### src/rtl/hilo_mult_unit_pkg.sv
`default_nettype none
// ============================================================================
// hilo_mult_unit_pkg : shared cpu constants and HI/LO multiplier state type
// Revision: 1.0
// ============================================================================
package hilo_mult_unit_pkg;

    // ALU opcodes the decoder uses for the multiply instructions
    localparam logic [3:0] ALU_MULT  = 4'b0110;
    localparam logic [3:0] ALU_MULTU = 4'b0111;

    // Writeback source select for mfhi/mflo
    localparam logic [1:0] REGSEL_ALU = 2'd0;
    localparam logic [1:0] REGSEL_HI  = 2'd1;
    localparam logic [1:0] REGSEL_LO  = 2'd2;

    typedef enum logic [1:0] {
        ST_IDLE = 2'd0,
        ST_RUN  = 2'd1,
        ST_FIX  = 2'd2
    } hilo_state_t;

endpackage : hilo_mult_unit_pkg
`default_nettype wire

### src/rtl/hilo_mult_unit.sv
`default_nettype none
// ============================================================================
// hilo_mult_unit : radix-2 shift-add multiplier owning the HI/LO pair
// Revision: 1.0
// ============================================================================
module hilo_mult_unit
    import hilo_mult_unit_pkg::*;
#(
    parameter int WIDTH = 32
) (
    input  logic             clk,
    input  logic             rst,
    input  logic             enhilo_EX,
    input  logic             signed_EX,
    input  logic [WIDTH-1:0] op_a,
    input  logic [WIDTH-1:0] op_b,
    input  logic [1:0]       regsel_EX,
    output logic             stall_FETCH,
    output logic             done,
    output logic [WIDTH-1:0] hilo_rd,
    output logic [WIDTH-1:0] hi,
    output logic [WIDTH-1:0] lo
);

    localparam int                CW   = $clog2(WIDTH) + 1;
    localparam logic [CW-1:0]     LAST = CW'(WIDTH - 1);

    hilo_state_t        state_q;
    logic [2*WIDTH-1:0] acc_q;
    logic [WIDTH-1:0]   mcand_q;
    logic [WIDTH-1:0]   mplier_q;
    logic [CW-1:0]      count_q;
    logic               neg_q;
    logic               done_q;
    logic [WIDTH-1:0]   hi_q;
    logic [WIDTH-1:0]   lo_q;

    logic [WIDTH-1:0]   mag_a_d;
    logic [WIDTH-1:0]   mag_b_d;
    logic [WIDTH:0]     sum_d;
    logic [2*WIDTH-1:0] acc_d;
    logic [2*WIDTH-1:0] result_d;

    // Negating 0x80000000 yields 0x80000000, which is the correct unsigned magnitude
    always_comb begin
        mag_a_d = (signed_EX && op_a[WIDTH-1]) ? (-op_a) : op_a;
        mag_b_d = (signed_EX && op_b[WIDTH-1]) ? (-op_b) : op_b;
    end

    // Carry out of the upper-half add becomes the top bit after the shift
    always_comb begin
        sum_d    = {1'b0, acc_q[2*WIDTH-1:WIDTH]}
                 + (mplier_q[0] ? {1'b0, mcand_q} : {(WIDTH+1){1'b0}});
        acc_d    = {sum_d, acc_q[WIDTH-1:1]};
        result_d = neg_q ? (-acc_q) : acc_q;
    end

    always_ff @(posedge clk or negedge rst) begin
        if (!rst) begin
            state_q  <= ST_IDLE;
            acc_q    <= '0;
            mcand_q  <= '0;
            mplier_q <= '0;
            count_q  <= '0;
            neg_q    <= 1'b0;
            done_q   <= 1'b0;
            hi_q     <= '0;
            lo_q     <= '0;
        end else begin
            done_q <= 1'b0;
            case (state_q)
                ST_IDLE: begin
                    if (enhilo_EX) begin
                        mcand_q  <= mag_a_d;
                        mplier_q <= mag_b_d;
                        neg_q    <= signed_EX & (op_a[WIDTH-1] ^ op_b[WIDTH-1]);
                        acc_q    <= '0;
                        count_q  <= '0;
                        state_q  <= ST_RUN;
                    end
                end
                ST_RUN: begin
                    acc_q    <= acc_d;
                    mplier_q <= mplier_q >> 1;
                    count_q  <= count_q + 1'b1;
                    if (count_q == LAST) begin
                        state_q <= ST_FIX;
                    end
                end
                ST_FIX: begin
                    hi_q    <= result_d[2*WIDTH-1:WIDTH];
                    lo_q    <= result_d[WIDTH-1:0];
                    done_q  <= 1'b1;
                    state_q <= ST_IDLE;
                end
                default: begin
                    state_q <= ST_IDLE;
                end
            endcase
        end
    end

    always_comb begin
        case (regsel_EX)
            REGSEL_HI: hilo_rd = hi_q;
            REGSEL_LO: hilo_rd = lo_q;
            default:   hilo_rd = '0;
        endcase
    end

    assign stall_FETCH = (state_q != ST_IDLE);
    assign done        = done_q;
    assign hi          = hi_q;
    assign lo          = lo_q;

endmodule : hilo_mult_unit
`default_nettype wire

### config.mk
export PLATFORM = sky130hd
export DESIGN_NAME = hilo_mult_unit
export DESIGN_NICKNAME = d
export VERILOG_FILES = /design/src/rtl/hilo_mult_unit_pkg.sv /design/src/rtl/hilo_mult_unit.sv
export SDC_FILE = /design/constraint.sdc
export NUM_CORES = 1
export LEC_CHECK = 0
export CORE_ASPECT_RATIO = 2
export CORE_MARGIN = 1
export CORE_UTILIZATION = 53
export CTS_CLUSTER_DIAMETER = 60
export DETAILED_ROUTE_END_ITERATION = 12
export PLACE_DENSITY = 0.76
export SLEW_MARGIN = 20
export SYNTH_ARGS = -nofsm -noshare
export SYNTH_HDL_FRONTEND = slang
export SYNTH_SLANG_ARGS = --single-unit
### constraint.sdc
create_clock -name clk -period 6.6 [get_ports clk]
set_clock_uncertainty 0.05 [all_clocks]
set_input_delay 1.32 -clock clk [delete_from_list [all_inputs] [get_ports clk]]
set_output_delay 1.32 -clock clk [all_outputs]
set_load 0.01 [all_outputs]
**After elaboration in Yosys (flattened, before gate mapping)**

Cells that the tools add are included.
W data, S select, Z words.

- Register bits: 202
- Bits in latches: 0
- RAM bits: 0
- ROM bits: 0
- Bits of input ports: 70
- Output and inout bits: 98
- Logic and storage cells: 46
- Memories kept: 0

- $add $sub $neg: 5
- $mul: 0
- Divide/modulo/power cells: 0
- Order comparisons: 0
- Equal/unequal tests: 7
- Shift-type cells: 0
- Muxes and demuxes: 15
- Bitwise gates (word level): 2
- Reductions and logical operators: 8

Operator list:

| operator | number |
|---|---|
| $mux W32 | 4 |
| $mux W64 | 2 |
| $pmux W32 S2 | 2 |
| $pmux W64 S2 | 1 |
| $neg A32 Y32 | 2 |
| $neg A64 Y64 | 1 |
| $add A32 B32 Y33 | 1 |
| $pmux W6 S2 | 1 |
| $add A6 B1 Y6 const B | 1 |
| $eq A6 B5 Y1 const B | 1 |
| $mux W6 | 1 |
| $reduce_and A2 Y1 | 3 |
| $eq A2 B1 Y1 const B | 2 |
| $eq A2 B2 Y1 const B | 2 |
| $mux W2 | 2 |
| $ne A2 B2 Y1 const B | 2 |
| $pmux W2 S2 | 1 |
| $reduce_bool A2 Y1 | 2 |
| $logic_and A1 B1 Y1 | 2 |
| $logic_not A2 Y1 | 1 |
| $and A1 B1 Y1 | 1 |
| $mux W1 | 1 |
| $xor A1 B1 Y1 | 1 |

**Logic depth before layout (Yosys ltp)**

Gate-level depths: netlist of the first run.

- Depth in word-level cells: 4
- Depth in mapped cells: 13

**Worst setup path before layout of the first run**

OpenSTA, ideal clock, no wires.

- Path kind: input port to output port
- Start point: in regsel_EX[1]
- End point: out hilo_rd[10]
- Arrival time: 2141 ps
- Data required time: 5230 ps
- Setup slack: 3089 ps
- Stages: 5
- Buffers on the path: 1
- Cell sequence: inv_1 > ha_1 > clkbuf_1 > a22oi_1 > nor2_1

- Word-level cells in the longest chain between the ends: 2
- Elaborated cells on any way between the ends: 3
- Those cells by class: eq/ne: 2; mux: 1

RTL lines:

| item | line | RTL |
|---|---|---|
| start, declared | hilo_mult_unit.sv:17 | `input logic [1:0] regsel_EX,` |
| $eq A2 B2 Y1 / $eq A2 B1 Y1 (equally long branches) | hilo_mult_unit.sv:104 | `case (regsel_EX)` |
| $pmux W32 S2 (*) | hilo_mult_unit.sv:104 |  |
| end, declared | hilo_mult_unit.sv:20 | `output logic [WIDTH-1:0] hilo_rd,` |

Every way passes the cells marked *; elsewhere a longest branch is shown, timed or not.

**Worst setup path after layout of the first run**

- Start point: in regsel_EX[0]
- End point: out hilo_rd[24]

Same word-level chain as after synthesis.

==> results.txt, run 1 <==
Setup violations remaining at the end of the flow were counted as 0. The fmax was 0.199 GHz; the number of cell rows was 78. For this run, the detailed router's first-pass iteration total came to 5. The arrival time reported for the critical path endpoint is 3660 ps, and the overall power of the completed layout is 4.90 mW.

The worst register-to-register path begins at mplier_q[0]. For the number of levels the H-tree was split into, the log shows 1. For the number of max-capacitance violations reported, the log shows 0.

Endpoint class of the critical path: a primary output. Clock-pin slew was measured on the worst setup and hold paths at 60 ps. Sequential standard cell area: 5060 µm².

The run gives 1,815 as the final standard cell count with taps included and fillers excluded. The tools report the launching element type of the critical path as an input pin. The fraction of registers with async set/reset is 100%, and the DRC marker count from the first detailed-route iteration is 650.

The warning count from the yosys run is 0, and the fill cell total of the finished layout is 1,970. The maximum buffer depth of the clock tree was 3. 168 I/O pins were placed.

The congestion estimate from routability-driven global placement came to 0.933. The wire-length estimate of the detail-placed layout is 25,300 µm. The logs give 22,800 µm² for the core area and 54.2% for the initial core utilization. The CTS buffer count was 19. The logs give 11,000 for the routed via count and 10,900 for the number of global-route vias before repair. In the final design database the tool counted 1,633 nets. For the pin with the worst max-slew slack, the measured transition is 1080 ps.

The count of buffers added on input and output ports is 167. After clock tree synthesis, the repair step resized 0 gates. The count of flip-flops with a built-in enable after synthesis is 0.

The die area was 24,000 µm²; the clock period minus worst slack was 5030 ps. Final hold analysis gives a worst-case slack of 423 ps. In the final layout, the share of cells above drive strength 1 is 3.58%.

The endpoint identified for the worst register-to-register timing path is acc_q[62]. Following the worst setup path forward leads to its endpoint at hilo_rd[24]. The flow ran to the end, and the final reports show no timing, DRC or antenna violations. Global-route total usage across every layer: 29.7%. The total wire length after detailed routing was 34,200 µm; the number of antenna repair diodes was 0. Area growth from synthesis to final layout: 19.2%. Dividing the synthesized area by the synthesized cell count gives 8.75 µm². The launch point of the worst path is regsel_EX[0]. Measured against its own limit, the worst slew margin works out to 28.2%. The run gives 0 ps as the final-layout setup total negative slack. The remaining routing DRC violations came out at 0. After detailed routing, the average wire length per cell comes to 18.9 µm. The number of antenna violations at the first check in global routing is 1, and the peak ir drop on the vdd network is 0.000220 V. The root buffer selected by CTS is sky130_fd_sc_hd__clkbuf_16.

The number of storage elements in the synthesis netlist was 202. In this run the vertical extent of the chip is 218 µm. In this run the worst path has a maximum fanout of 32. The top flip-flop cell by instance count after synthesis is sky130_fd_sc_hd__dfrtp_1. At the later pin of the worst-skew pair, clock insertion delay measures 510 ps. The first global-routing pass estimated 54,900 µm of wire. For this design the ratio of total power to cell area is 332 nW/µm².

The run gives 0 as the final hold violation count. For this design the static power due to leakage is 6.33 nW. Setup repair after global routing left no endpoint under its margin. The count of nets left with antenna violations once routing finished came out at 0. The sequential share of the synthesized area was 40.8%.

The worst register-to-register path has a depth of 11. The run gives 66 as the distinct cell type count after synthesis. The logs give 2450 ps for the worst setup slack for register-to-register paths and 1,415 for the synthesized instance count. The number of setup buffers added after CTS was 0; the total instance count after detailed placement was 1,782. The die span in x was 110 µm. After global routing the overflow that remains totals 0.

Counting every sink on the clock net gives 202. At the worst endpoint, the required time is 5230 ps. The max-slew violation total from the final report is 0. In this run, post-CTS hold repair placed 0 buffers. The mapped cell area was 12,400 µm²; the average vias per placed instance was 6.08.

The class of the tightest hold or removal check is reg2reg. Entering global routing, the biggest net connects 130 pins. Footprint of the multi-input gates: 6920 µm².

TritonCTS built the clock tree. The type of the worst setup path was in2out. In the finished design, the share of the clock period the worst path needs comes to 76.2%. The number of nets in the synthesized netlist is 1,524.
## power by group
group | switching [mW] | total, mW | internal, mW
registers | 0.408 | 1.95 | 1.54
clock network | 0.476 | 1.04 | 0.567
logic | 1.06 | 1.91 | 0.848
## cell families (layout without fill, tap and decap cells)
logic type,count (synthesis),after routing,share of synthesized area [%]
and+or+nand+nor,467,467,17.8
AOI/OAI and AO/OA,451,451,23.5
DFF,202,202,40.8
xor gates and xnor gates,146,146,10.3
buffers and inverters,109,229,3.38
adders and majority gates,39,39,4.00
muxes,1,1,0.0809
## worst min path at each step
stage                     cells past startpoint         from     endpoint
after floorplan                               2  mcand_q[31]  mcand_q[31]
after global placement                        2  mcand_q[31]  mcand_q[31]
after detailed placement                      2  mcand_q[31]  mcand_q[31]
after CTS                                     2  mcand_q[31]  mcand_q[31]
after global routing                          2  mcand_q[31]  mcand_q[31]
final                                         2  mcand_q[11]  mcand_q[11]
## final cells by class
type / instances / share of cell area, %
timing repair buffer: 175 / 12.0
multi-input combinational: 1104 / 46.9
tap: 280 / 2.38
inverter: 22 / 0.560
sequential: 202 / 34.3
clock buffer: 26 / 3.61
clock inverter: 6 / 0.255
## worst max-delay path: stages
cell and delay, ps:
sky130_fd_sc_hd__clkdlybuf4s50_1 480, sky130_fd_sc_hd__ha_1 860, sky130_fd_sc_hd__a22oi_1 210, sky130_fd_sc_hd__nor2_1 200
sky130_fd_sc_hd__clkdlybuf4s50_1 580
## placed cells by master (no fill, tap or decap), drive strengths merged, types with 6 or more instances in the layout
cell and instances:
a21o 20, a21oi 50, a22o 33, a22oi 61, a31oi 6, and2 35
and3 6, buf 8, clkbuf 27, clkdlybuf4s50 166, dfrtp 202, ha 38
inv 24, nand2 205, nand2b 10, nand3 29, nand4 10, nor2 85
nor2b 10, nor3 20, nor4 11, o211ai 6, o21ai 191, o31ai 32
o41ai 15, or3 15, or4 22, xnor2 56, xor2 90
## Yosys cell counts, types with 8 or more instances
| master | number | area, µm² |
|---|---|---|
| sky130_fd_sc_hd__a21o_1 | 20 | 150 |
| sky130_fd_sc_hd__a21oi_1 | 50 | 250 |
| sky130_fd_sc_hd__a22o_1 | 33 | 289 |
| sky130_fd_sc_hd__a22oi_1 | 61 | 458 |
| sky130_fd_sc_hd__and2_1 | 35 | 219 |
| sky130_fd_sc_hd__clkbuf_1 | 79 | 297 |
| sky130_fd_sc_hd__dfrtp_1 | 202 | 5050 |
| sky130_fd_sc_hd__ha_1 | 38 | 475 |
| sky130_fd_sc_hd__inv_1 | 22 | 82.6 |
| sky130_fd_sc_hd__nand2_1 | 205 | 769 |
| sky130_fd_sc_hd__nand2b_1 | 9 | 56.3 |
| sky130_fd_sc_hd__nand3_1 | 29 | 145 |
| sky130_fd_sc_hd__nand4_1 | 10 | 62.6 |
| sky130_fd_sc_hd__nor2_1 | 85 | 319 |
| sky130_fd_sc_hd__nor2b_1 | 10 | 62.6 |
| sky130_fd_sc_hd__nor3_1 | 20 | 100 |
| sky130_fd_sc_hd__nor4_1 | 10 | 62.6 |
| sky130_fd_sc_hd__o21ai_0 | 183 | 916 |
| sky130_fd_sc_hd__o21ai_1 | 8 | 40.0 |
| sky130_fd_sc_hd__o31ai_1 | 32 | 240 |
| sky130_fd_sc_hd__o41ai_1 | 11 | 96.3 |
| sky130_fd_sc_hd__or3_1 | 14 | 87.6 |
| sky130_fd_sc_hd__or4_1 | 20 | 150 |
| sky130_fd_sc_hd__xnor2_1 | 56 | 490 |
| sky130_fd_sc_hd__xor2_1 | 90 | 788 |
## state kept, by name, indices dropped and copies added, names as in the netlist
signal / count
acc_q: 64
hi: 32
lo: 32
mcand_q: 32
mplier_q: 32
count_q: 6
state_q: 2
done: 1
neg_q: 1
## metal layers
metal / GRT usage, % / wire [µm] / share of wire (%)
met1: 31.9 / 12400 / 36
met2: 52.0 / 17800 / 52
met3: 3.94 / 1550 / 4.5
met4: 21.5 / 2460 / 7.2
met5: 0 / 0 / 0
## stage by stage
| stage | util [%] | cell area (µm²) | worst slack [ps] |
|---|---|---|---|
| finish | 64.6 | 14700 | 1570 |
| global route | 64.6 | 14700 | 1390 |
| CTS | 64.5 | 14700 | 1590 |
| detailed placement | 62.0 | 14100 | 1580 |
| global placement | 62.0 | 14100 | 1630 |
| floorplan | - | 12400 | 3090 |
Note: power is estimated with default switching activity, not from simulation.
==> inputs of run 2 (changes only) <==
==> constraint.sdc (replaced) <==
create_clock -name clk -period 4.9 [get_ports clk]
set_clock_uncertainty 0.05 [all_clocks]
set_input_delay 0.98 -clock clk [delete_from_list [all_inputs] [get_ports clk]]
set_output_delay 0.98 -clock clk [all_outputs]
set_load 0.01 [all_outputs]
==> run 2 against run 1 <==
Sequential share of layout area is 0.17 points lower. Worst setup slack worse by 780 ps. Global-route usage is 0.30 points higher. First-iteration DRC count is 13% lower. Worst hold slack worse by 1.7 ps. Via count is 0.28% higher. Register-to-register slack worse by 1500 ps. Largest power group unchanged. Critical endpoint unchanged. Combinational power is 36% higher. Clock-buffer cell count is 3 lower. Sequential power is 35% higher. Non-clock buffer count is 2 higher.
==> results.txt, run 2 (same netlist as run 1, synthesis figures left out) <==
Most flop-heavy register: acc_q. The final standard cell count with taps included and fillers excluded is 1,817 (+0.11%). The logs give 34,500 µm (+0.69%) for the total wire length after detailed routing and 38.9% (-0.8 points) for the sequential power share.

The share of the clock period used by the worst path was 83.9%; the final-layout setup total negative slack was 0 ps (unchanged). The logs give 6.36 nW (+0.40%) for the cell leakage power and 6920 µm² (unchanged) for the footprint of the multi-input gates. For the number of detailed-route iterations in the first pass, the log shows 5 (unchanged). The tools report the sequential standard cell area as 5060 µm² (unchanged). The tightest slew margin relative to the limit was 30.2% (+2.0 points); the number of antenna violations at the first check in global routing was 0 (-1). Most common library cell in the layout ignoring fill and taps: sky130_fd_sc_hd__nand2_1. The net switching share of the total power was 39.6% (-0.13 points). The clock period could shrink to 4110 ps. Die span in x: 110 µm (unchanged). The logs give 970 ps (-1480 ps) for the worst setup slack for register-to-register paths and 3080 ps (-580 ps) for the arrival time reported for the critical path endpoint.

The logs give 0.927 (-0.62%) for the global placer's final weighted congestion and 78 (unchanged) for the number of cell rows. The internal portion of total power was 4.09 mW (+38%). The total congestion overflow after global routing is 0 (unchanged), and the maximum fanout along the worst path is 32 (unchanged).

The flow ran to the end, and the final reports show no timing, DRC or antenna violations. Based on the critical path, the design can be clocked at up to 0.243 GHz. The run gives 1,634 (+0.061%) as the final net count. The y dimension of the die was 218 µm (unchanged). Max-slew violation total from the final report: 0 (unchanged). The tightest min-delay check is of the reg2reg type. Final cell utilization of the core: 64.9% (+0.31 points). The tools report the number of antenna repair diodes as 0 (unchanged).

The top cell types in the final layout, fill and taps aside, are sky130_fd_sc_hd__nand2_1 (204), sky130_fd_sc_hd__dfrtp_1 (201), sky130_fd_sc_hd__o21ai_0 (183). The number of global-route vias before repair was 10,800 (-0.57%). The area growth from synthesis to final layout works out to 19.7%.

The number of instances resized during post-cts repair is 0 (unchanged), and the fill cell total of the finished layout is 2,010 (+2.0%). For the CTS sink count, the log shows 202 (unchanged). The flip-flop count of the largest register after layout is 64 (unchanged), and the area after detailed placement is 14,200 µm² (+0.16%). The final standard cell area without fillers is 14,800 µm² (+0.48%). The run gives 0 (unchanged) as the final hold violation count. Setup repair after global routing left no endpoint under its margin. The tools report the post-cts hold buffer count as 0 (unchanged).

The DRC marker count from the first detailed-route iteration was 563 (-13%); the largest net degree at the start of global routing was 105 (-19%). The worst setup path is launched from an input pin. The number of max-capacitance violations reported was 0 (unchanged); the number of setup buffers added after CTS was 0 (unchanged). Average detailed-routed wire length per instance: 19.0 µm (+0.58%).

The part of the total power dissipated in combinational logic was 38.4% (-0.6 points). The proportion of layout cells with a drive suffix above 1 is 3.97% (+0.39 points). The tools report the endpoint class of the critical path as a primary output.

The logs give 0.000335 V (+53%) for the peak ir drop on the vdd network and 3 (unchanged) for the maximum buffer depth of the clock tree. The tools report the total instance count after detailed placement as 1,785 (+0.17%). The first-pass GRT wire length is 55,600 µm (+1.2%), and the detailed-placement wirelength estimate is 25,700 µm (+1.4%). The clock slew at the register clock pins of the worst setup and hold paths is 70 ps (about the same). The initial core utilization was 54.2% (unchanged). The core area came out at 22,800 µm² (unchanged). In this run the clock root is driven by a sky130_fd_sc_hd__clkbuf_16. Transition at the pin with the smallest max-transition slack: 1050 ps (-30.5 ps). Share of total power in the clock network: 22.7% (+1.4 points).

The number of input and output port buffers inserted came out at 167 (unchanged). The remaining routing DRC violations was 0 (unchanged); the average vias per placed instance was 6.09 (+0.17%). The tools report the routed via count as 11,100 (+0.28%). The power density relative to cell area is 457 nW/µm² (+37%). The global-route total usage across every layer came out at 30.0% (+0.30 points). The tools report the number of nets still failing antenna checks after routing as 0 (unchanged).

The type of the worst setup path is in2out. The net switching power is 2.68 mW (+38%). The tools report the number of levels the H-tree was split into as 1 (unchanged). TritonCTS built the clock tree. CTS buffer count: 18 (-1).

Number of failing setup endpoints in the final timing report: 0 (unchanged). The tools report the critical path data required time as 3870 ps (-1360 ps). The clock latency on the worst-skew pair is 520 ps (about the same). The worst-case hold slack was 421 ps (-1.73 ps); the die area was 24,000 µm² (unchanged).

Number of top-level pins: 168 (unchanged).
## run 2: worst paths after layout
check	from	to	depth (start not counted)
worst min register to register	mcand_q[19]	mcand_q[19]	2
worst max-delay path	regsel_EX[0]	hilo_rd[24]	5
worst max register to register	mplier_q[0]	acc_q[63]	12
min in group asynchronous	rst	lo[7]	1
max in group asynchronous	rst	hi[25]	2
worst min-delay path	mcand_q[19]	mcand_q[19]	2
## run 2: layout make-up
class | count | share of cell area (%)
flip-flops and latches | 202 | 34.1
multi-input cells | 1104 | 46.7
well taps | 280 | 2.36
repair buffers | 177 | 11.9
inverters | 22 | 0.557
clock inverters | 9 | 0.853
clock buffers | 23 | 3.50
## run 2: routing by layer
layer	GRT usage [%]	part of all wire, %	vias to the layer above
met5	0	0	-
met4	21.6	7.6	0
met3	4.50	4.7	135
met2	52.3	52	378
met1	32.2	36	5253
li1	-	-	5299
## run 2: power groups by stage
stage          sequential (mW)  combinational (mW)  clock (mW)
2_1_floorplan             2.44                1.84           0
3_3_place_gp              2.62                2.50           0
3_5_place_dp              2.64                2.57           0
4_1_cts                   2.61                2.59        1.55
5_1_grt                   2.69                2.88        1.62
6_report                  2.63                2.60        1.54
## run 2: metrics by stage
step | setup slack (ps) | total power, mW
after CTS | 764 | 6.75
after floorplan | 1750 | 4.28
after detailed placement | 770 | 5.21
final | 791 | 6.77
after global routing | 588 | 7.19
after global placement | 800 | 5.13
## run 2: critical path: stages
cell and delay (ps):
sky130_fd_sc_hd__clkdlybuf4s50_1 480, sky130_fd_sc_hd__inv_1 50, sky130_fd_sc_hd__ha_1 860, sky130_fd_sc_hd__nor2_1 180
sky130_fd_sc_hd__clkdlybuf4s50_1 530
